### src/rtl/sd_param_loader.sv
// Parameter-fetch stage: reads one 512-byte SD block via the sdspihost byte
// interface, packs the leading bytes into two UUT vectors and drains the rest.
module sd_param_loader #(
    parameter int INPUT_SIZE_1 = 32,
    parameter int INPUT_SIZE_2 = 32
) (
    input  logic                    clk,
    input  logic                    rst,
    input  logic                    start,
    input  logic [31:0]             block_addr_in,
    output logic                    loading,
    output logic                    done,
    output logic                    err,
    output logic [INPUT_SIZE_1-1:0] input_to_UUT_1,
    output logic [INPUT_SIZE_2-1:0] input_to_UUT_2,
    input  logic                    spi_busy,
    input  logic                    spi_err,
    input  logic [7:0]              spi_data_out,
    output logic                    spi_r_block,
    output logic                    spi_r_byte,
    output logic [31:0]             spi_block_addr
);

    localparam int B1 = (INPUT_SIZE_1 + 7) / 8;
    localparam int B2 = (INPUT_SIZE_2 + 7) / 8;
    localparam int W1 = B1 * 8;
    localparam int W2 = B2 * 8;
    localparam logic [9:0] LAST_BYTE = 10'd511;
    localparam logic [9:0] END_SR1   = 10'(B1);
    localparam logic [9:0] END_SR2   = 10'(B1 + B2);

    generate
        if (INPUT_SIZE_1 < 1 || INPUT_SIZE_2 < 1 || B1 + B2 > 512) begin : g_size_check
            $error("sd_param_loader: both vectors must fit in one 512-byte block");
        end
    endgenerate

    typedef enum logic [2:0] {
        IDLE, REQ_BLK, WAIT_HI, WAIT_LO, CAPTURE, REQ_BYTE, DONE, ERROR
    } state_t;

    state_t         state;
    logic [9:0]     byte_cnt;
    logic [W1-1:0]  sr1, sr1_nxt;
    logic [W2-1:0]  sr2, sr2_nxt;

    // Shift-register update for the byte being captured; also feeds the
    // output vectors directly so byte 511 can land in sr2 and still appear with done.
    always_comb begin
        sr1_nxt = sr1;
        sr2_nxt = sr2;
        if (byte_cnt < END_SR1)
            sr1_nxt = W1'({sr1, spi_data_out});
        else if (byte_cnt < END_SR2)
            sr2_nxt = W2'({sr2, spi_data_out});
    end

    always_ff @(posedge clk or posedge rst) begin
        if (rst) begin
            state          <= IDLE;
            byte_cnt       <= '0;
            sr1            <= '0;
            sr2            <= '0;
            loading        <= 1'b0;
            done           <= 1'b0;
            err            <= 1'b0;
            input_to_UUT_1 <= '0;
            input_to_UUT_2 <= '0;
            spi_r_block    <= 1'b0;
            spi_r_byte     <= 1'b0;
            spi_block_addr <= '0;
        end else begin
            spi_r_block <= 1'b0;
            spi_r_byte  <= 1'b0;
            done        <= 1'b0;
            // Host error wins over any busy edge seen in the same cycle.
            if (spi_err && state != IDLE && state != DONE && state != ERROR) begin
                state   <= ERROR;
                err     <= 1'b1;
                loading <= 1'b0;
            end else begin
                case (state)
                    IDLE: begin
                        if (start) begin
                            spi_block_addr <= block_addr_in;
                            err            <= 1'b0;
                            loading        <= 1'b1;
                            sr1            <= '0;
                            sr2            <= '0;
                            byte_cnt       <= '0;
                            state          <= REQ_BLK;
                        end
                    end
                    REQ_BLK: begin
                        if (!spi_busy) begin
                            spi_r_block <= 1'b1;
                            state       <= WAIT_HI;
                        end
                    end
                    REQ_BYTE: begin
                        if (!spi_busy) begin
                            spi_r_byte <= 1'b1;
                            state      <= WAIT_HI;
                        end
                    end
                    WAIT_HI: if (spi_busy)  state <= WAIT_LO;
                    WAIT_LO: if (!spi_busy) state <= CAPTURE;
                    CAPTURE: begin
                        sr1 <= sr1_nxt;
                        sr2 <= sr2_nxt;
                        if (byte_cnt == LAST_BYTE) begin
                            input_to_UUT_1 <= sr1_nxt[INPUT_SIZE_1-1:0];
                            input_to_UUT_2 <= sr2_nxt[INPUT_SIZE_2-1:0];
                            done           <= 1'b1;
                            loading        <= 1'b0;
                            state          <= DONE;
                        end else begin
                            byte_cnt <= byte_cnt + 10'd1;
                            state    <= REQ_BYTE;
                        end
                    end
                    DONE:    state <= IDLE;
                    ERROR:   state <= IDLE;
                    default: state <= IDLE;
                endcase
            end
        end
    end

endmodule

### config.mk
export PLATFORM = sky130hd
export DESIGN_NAME = sd_param_loader
export DESIGN_NICKNAME = d
export VERILOG_FILES = /design/src/rtl/sd_param_loader.sv
export SDC_FILE = /design/constraint.sdc
export NUM_CORES = 1
export LEC_CHECK = 0
export BUFFER_PORTS_ARGS = -buffer_cell sky130_fd_sc_hd__buf_2
export CAP_MARGIN = 5
export CORE_MARGIN = 2
export CORE_UTILIZATION = 40
export CTS_CLUSTER_SIZE = 20
export DETAILED_ROUTE_END_ITERATION = 8
export HOLD_SLACK_MARGIN = 0.1
export PLACE_DENSITY = 0.68
export SYNTH_ARGS = -nofsm -noshare
export SYNTH_HDL_FRONTEND = slang
export SYNTH_SLANG_ARGS = --single-unit
### constraint.sdc
create_clock -name clk -period 5.25 [get_ports clk]
set_input_delay 0.525 -clock clk [delete_from_list [all_inputs] [get_ports clk]]
set_output_delay 0.525 -clock clk [all_outputs]
set_load 0.01 [all_outputs]
==> impl_metrics.json, run 1 <==
{
  "die_h_um": 141,
  "reg2reg_slack_ns": 2.43,
  "critPathMaxFanout": 51,
  "grt_max_degree": 139,
  "drc": 0,
  "p_per_area_mw_per_mm2": 426,
  "synthToLayoutAreaGrowth_pct": 20.4,
  "cts_sinks": 178,
  "cts.path.max_buffers": 2,
  "grt.overflow.total": 0,
  "critPathKind": "register to register",
  "clk_pin_slew_worst_paths_ns": 0.07,
  "cts_root_buffer": "clkbuf_16",
  "die_w_um": 141,
  "seqCellArea_mm2": 0.00445,
  "async_flop_share": 1.00,
  "n_antenna_cell": 0,
  "status": "completed",
  "firstDrtPassIters": 4,
  "finalHoldViolCount": 0,
  "wl_mm": 17.3,
  "netlist.area_leader.share": 0.589,
  "synth_edf_count": 0,
  "clkLatencyLatePin_ns": 0.42,
  "portBuffers": 145,
  "crit_path_end": "input_to_UUT_1[4]",
  "drv_slew": 0,
  "rsz0062_at_grt": "false",
  "grt_pass1_vias": 5284,
  "antenna_left": 0,
  "cts_setup_buffers": 0,
  "cts_tree": "done",
  "drive_gt1_frac": 0.286,
  "antenna_found_initial": 0,
  "syn_avg_cell_area_um2": 11.4,
  "ys.flop_type": "dfrtp_1",
  "setup_tns_ns": 0,
  "slew_headroom": 0.342,
  "startpoint": "state[2]",
  "wl_per_cell_um": 16.7,
  "fin_crit_ns": 2.82,
  "cp.required_ns": 5.55,
  "dp_hpwl_mm": 10.8,
  "worst_pin_slew_ns": 0.980,
  "p_leak_uw": 0.00469,
  "synth_cell_types": 48,
  "multiInputGateArea_mm2": 0.00289,
  "synth_most_common_cell": "dfrtp_1",
  "htree_levels": 4,
  "end_kind": "register",
  "grt_pass1_wl_mm": 28.1,
  "min_path_type": "primary input to asynchronous set/reset pin",
  "drv_cap": 0,
  "netlist_area_mm2": 0.00756,
  "synth_common_cells": "178 x dfrtp_1, 105 x nand2_1, 102 x o21ai_0",
  "io_pins": 146,
  "worst-r2r-cell-count": 6,
  "dieArea_mm2": 0.0200,
  "ys_top_cells_by_area": "dfrtp_1 59%, a22o_1 7.4%, o21ai_0 6.8%, mux2i_1 6.6%, nand2_1 5.2%",
  "fp.coreArea_mm2": 0.0186,
  "ys_warn_count": 0,
  "hold_buffers": 0,
  "viasPerCell": 5.37,
  "worst_ir_drop_vdd_v": 0.000279,
  "nNetsFinal": 835,
  "fin_ws_ns": 2.43,
  "r2r_end": "input_to_UUT_1[4]",
  "rr_startpoint": "state[2]",
  "synth_top_cell_by_area": "dfrtp_1",
  "netlist_instances": 663,
  "start_kind": "register",
  "ys_seq_area_frac": 0.589,
  "cts_resized": 0,
  "synth_fp_nets": 709,
  "initial_core_util": 0.406,
  "dp_slack_ns": 2.32,
  "fin_skew_ns": 0.00873,
  "setup_viol": 0,
  "via_count": 5556,
  "ys_ff_latch": 178,
  "drtIter0Drc": 401,
  "fmax_mhz": 355,
  "fillers": 1705,
  "min_period_over_period": 0.536,
  "fp-row-count": 50,
  "numCtsBuffers": 17,
  "gp_congestion": 0.789,
  "track_usage": 0.175,
  "arrival_ns": 3.12
}
-- metrics by stage --
stage | utilization | instance area, µm² | hold WS (ns) | power [µW] | cells
2_1_floorplan | - | 7560 | 0.473 | 2270 | 663
3_3_place_gp | 0.454 | 8460 | 0.454 | 2520 | 1003
3_5_place_dp | 0.454 | 8460 | 0.457 | 2540 | 1003
4_1_cts | 0.488 | 9100 | 0.268 | 3910 | 1034
5_1_grt | 0.488 | 9100 | 0.280 | 4080 | 1035
6_report | 0.488 | 9100 | 0.279 | 3880 | 1035
-- worst min-delay path by stage --
stage / cells past startpoint / slack (ns) / startpoint / endpoint
after CTS: 3 / 0.27 / block_addr_in[24] / spi_block_addr[24]
final: 2 / 0.28 / rst / input_to_UUT_1[25]
after floorplan: 1 / 0.47 / sr1[30] / sr1[30]
after global placement: 2 / 0.45 / spi_block_addr[7] / spi_block_addr[7]
after global routing: 3 / 0.28 / block_addr_in[0] / spi_block_addr[0]
after detailed placement: 2 / 0.46 / spi_block_addr[21] / spi_block_addr[21]
-- area by class of cell --
type | count | area share
Sequential cell | 178 | 0.489
Multi-Input combinational cell | 433 | 0.317
Timing Repair Buffer | 156 | 0.0899
Clock buffer | 21 | 0.0506
Tap cell | 234 | 0.0322
Clock inverter | 10 | 0.0191
Inverter | 3 | 0.00165
-- sequential cells by signal, indices dropped and copies added, names as in the netlist --
signal / flops
sr2: 32
state: 3
loading: 1
done: 1
input_to_UUT_1: 32
byte_cnt: 10
sr1: 32
spi_block_addr: 32
err: 1
spi_r_byte: 1
spi_r_block: 1
input_to_UUT_2: 32
-- kinds of logic after synthesis --
logic type / share of synthesized area
flip-flops: 0.589
multiplexers: 0.114
AND/OR/NAND/NOR: 0.0993
AO/OA/AOI/OAI: 0.166
buffers and inverters: 0.0303
adder cells (fa/ha/maj): 0.00165
-- power by group --
part           internal (µW)  switching [µW]
sequential              1600             199
combinational            304             416
clock                    828             534
-- layer usage --
metal  global-route usage  wire (µm)  vias up
li1                     -          -     2647
met1                0.248       8140     2727
met2                0.268       8000      166
met3               0.0442        905       16
met4               0.0532        228        0
met5                    0          0        -
-- critical path: stages, from the launching register on --
cell,delay [ns]
dfrtp_1,0.53
and2b_1,0.30
nand2_1,0.09
buf_4,0.43
or2_2,0.44
buf_4,0.47
mux2_2,0.39
-- layout by cell type, fill, tap and decap left out, drive strengths merged, types with 2 or more instances in the layout --
master / count
clkbuf: 21
mux2i: 50
or2: 4
nand2: 105
nor3: 4
clkinv: 2
clkinvlp: 2
a22o: 64
mux2: 32
o32a: 2
nor4: 3
dfrtp: 178
a21oi: 9
buf: 156
nor4b: 2
nor2: 9
o31ai: 6
inv: 5
o21ai: 103
nand3: 7
nand2b: 3
bufinv: 4
a31o: 2
or4: 5
nand4: 6
No activity file was read; power rests on OpenSTA's default activity.
==> run 2, diff against run 1 <==
--- a/config.mk
+++ b/config.mk
@@ -5,6 +5,7 @@
 export SDC_FILE = /design/constraint.sdc
 export NUM_CORES = 1
 export LEC_CHECK = 0
+export ABC_AREA = 1
 export BUFFER_PORTS_ARGS = -buffer_cell sky130_fd_sc_hd__buf_2
 export CAP_MARGIN = 5
 export CORE_MARGIN = 2
==> constraint.sdc (replaced) <==
create_clock -name clk -period 2.5 [get_ports clk]
set_input_delay 0.25 -clock clk [delete_from_list [all_inputs] [get_ports clk]]
set_output_delay 0.25 -clock clk [all_outputs]
set_load 0.01 [all_outputs]
==> impl_metrics.json, run 2 <==
{
  "status": "completed",
  "slew_headroom": 0.263,
  "pwr-share-comb": 0.329,
  "die_w_um": 147,
  "htree_levels": 4,
  "netlist_instances": 989,
  "p_int_uw": 6370,
  "cts_setup_buffers": 0,
  "layout_commonest_cell": "nand2_1",
  "gp_congestion": 0.847,
  "fillers": 1899,
  "fin_crit_ns": 2.09,
  "ys_top_cells_by_area": "dfrtp_1 55%, nand2_1 21%, nand3_1 7.3%, mux2_2 4.4%, inv_1 2.6%",
  "cpPeakStageDelay_ns": 0.79,
  "netlist_area_mm2": 0.00815,
  "numCtsBuffers": 17,
  "worst_ir_drop_vdd_v": 0.000558,
  "cp_num_buf_inv": 3,
  "highest_layer": "met5",
  "final_cell_mix": "461 x nand2_1, 178 x dfrtp_1, 145 x buf_2",
  "clk_pin_slew_worst_paths_ns": 0.06,
  "cts.path.max_buffers": 2,
  "io_pins": 146,
  "cts_root_buffer": "clkbuf_16",
  "start_kind": "register",
  "rsz0062_at_grt": "false",
  "fp.coreArea_mm2": 0.0201,
  "met2_length_mm": 9.21,
  "clkLatencyLatePin_ns": 0.43,
  "synthToLayoutAreaGrowth_pct": 22.8,
  "muxShareOfSynthArea": 0.0442,
  "initial_core_util": 0.406,
  "wl_mm": 20.4,
  "async_flop_share": 1.00,
  "fin_util": 0.498,
  "end_kind": "register",
  "setup_viol": 0,
  "synth-xor-area-share": 0.00215,
  "netlist.area_leader.share": 0.546,
  "arrival_ns": 2.45,
  "met1Wirelength_mm": 9.38,
  "cts_sinks": 178,
  "cts_tree": "done",
  "hold_ws_ns": 0.123,
  "cp.required_ns": 2.86,
  "min_path_type": "primary input to register",
  "route.met3.wl_mm": 1.40,
  "critPathKind": "register to register",
  "drv_cap": 0,
  "p_total_uw": 10000,
  "synth_top_family_by_area": "simple AND/OR/NAND/NOR gates",
  "cpLargestDelayFamily": "buffers and inverters",
  "ys_ff_latch": 178,
  "cts_resized": 0,
  "drc": 0,
  "fp-row-count": 52,
  "die_h_um": 147,
  "fin_skew_ns": 0.00951,
  "synth_fp_nets": 1035,
  "min_period_over_period": 0.835,
  "p_per_area_mw_per_mm2": 1000,
  "grt_pass1_wl_mm": 33.7,
  "synth_common_cells": "461 x nand2_1, 178 x dfrtp_1, 119 x nand3_1",
  "track_usage": 0.193,
  "crit_slowest_cell": "inv_2",
  "viasPerCell": 4.85,
  "wl_per_cell_um": 14.2,
  "finalHoldViolCount": 0,
  "synth_cell_types": 30,
  "via_count": 6955,
  "worst_pin_slew_ns": 1.10,
  "crit_chain": "inv_2 -> nand2_2 -> nand2_2 -> inv_2 -> nor2_4 -> inv_2 -> nand2_1 -> nand2_1",
  "netSwitchingPower_uw": 3660,
  "drtIter0Drc": 539,
  "portBuffers": 145,
  "syn_avg_cell_area_um2": 8.24,
  "dp_hpwl_mm": 12.8,
  "synthSimpleGateAreaFrac": 0.310,
  "antenna_found_initial": 5,
  "firstDrtPassIters": 5,
  "antenna_left": 0,
  "pwr-share-clk": 0.271,
  "critPathMaxFanout": 64,
  "synth_compound_area_frac": 0.0313,
  "nNetsFinal": 1194,
  "ys_seq_area_frac": 0.546,
  "grt_max_degree": 110,
  "dieArea_mm2": 0.0215,
  "drv_slew": 0,
  "ys_warn_count": 0,
  "p_leak_uw": 0.00568,
  "sequentialPowerShare": 0.400,
  "fmax_mhz": 479,
  "crit_top_cell": "inv_2",
  "grt_pass1_vias": 6705,
  "synth_most_common_cell": "nand2_1",
  "drive_gt1_frac": 0.206,
  "synth_edf_count": 0,
  "swShare": 0.365,
  "synth_top_cell_by_area": "dfrtp_1",
  "yosys.area_share.adder": 0.00153,
  "grt.overflow.total": 0,
  "ys.flop_type": "dfrtp_1"
}
run 2: cell count changes in the layout (fill, tap and decap cells not counted), sizes merged, moves of 33 or more:
cell and change:
a22o -64, dlygate4sd3 +33, inv +54, mux2i -50, nand2 +360, nand3 +113, o21ai -58
run 2: timing repair:
| item | in CTS | in global routing |
|---|---|---|
| endpoints found under the setup margin | 0 | 0 |
| hold buffers | 33 | 0 |
| endpoints found under the hold margin | 210 | 0 |
run 2: layout make-up:
cell class	instances	area [µm²]	share of cell area
antenna	2	5.00	0.000500
clock buffer	24	502	0.0501
clock inverter	8	100	0.0100
inverter	62	236	0.0236
multi-input combinational	697	3180	0.318
sequential	178	4450	0.445
tap	270	338	0.0337
timing repair buffer	192	1200	0.120
run 2: power groups by stage:
| stage | combinational [µW] | sequential, µW | clock [µW] |
|---|---|---|---|
| floorplan | 2280 | 4070 | 0 |
| global placement | 3190 | 4020 | 0 |
| detailed placement | 3250 | 4030 | 0 |
| CTS | 3310 | 4000 | 2780 |
| global route | 3750 | 4100 | 2900 |
| finish | 3300 | 4020 | 2720 |
run 2: worst min-delay path: cells and delay by family:
| kind | cells | cell delay [ns] |
|---|---|---|
| buf+inv | 1 | 0.10 |
| simple gates | 2 | 0.13 |
| compound gates | 1 | 0.04 |
run 2: layer usage:
| layer | vias to the layer above | track usage |
|---|---|---|
| met5 | - | 0 |
| met1 | 3291 | 0.270 |
| met4 | 6 | 0.0650 |
| met3 | 31 | 0.0575 |
| met2 | 198 | 0.286 |
| li1 | 3429 | - |
run 2: final timing paths:
check / slack, ns / start / to / depth (start not counted)
max in group asynchronous: 1.43 / rst / sr2[31] / 4
min in group asynchronous: 0.49 / rst / spi_r_block / 4
max: 0.41 / state[2] / sr2[15] / 8
min reg2reg: 0.47 / input_to_UUT_2[22] / input_to_UUT_2[22] / 2
min: 0.12 / spi_busy / state[1] / 4
max reg2reg: 0.41 / state[2] / sr2[15] / 8
run 2: per-stage QoR:
step / cell area (µm²) / setup TNS, ns / std cells / setup WS (ns)
after detailed placement: 9080 / 0 / 1366 / 0.423
final: 10000 / 0 / 1433 / 0.413
after global placement: 9080 / 0 / 1366 / 0.454
after CTS: 10000 / 0 / 1431 / 0.391
after floorplan: 8160 / -5.45 / 989 / -0.0306
after global routing: 10000 / 0 / 1432 / 0.163
run 2: logic make-up (layout without fill, tap and decap cells):
logic type / count (synthesis) / in the layout
compound gates: 50 / 50
other cells: 0 / 2
simple gates: 612 / 612
flops: 178 / 178
mux: 32 / 32
fa+ha+maj: 1 / 1
xor+xnor: 2 / 2
buf+inv: 114 / 286
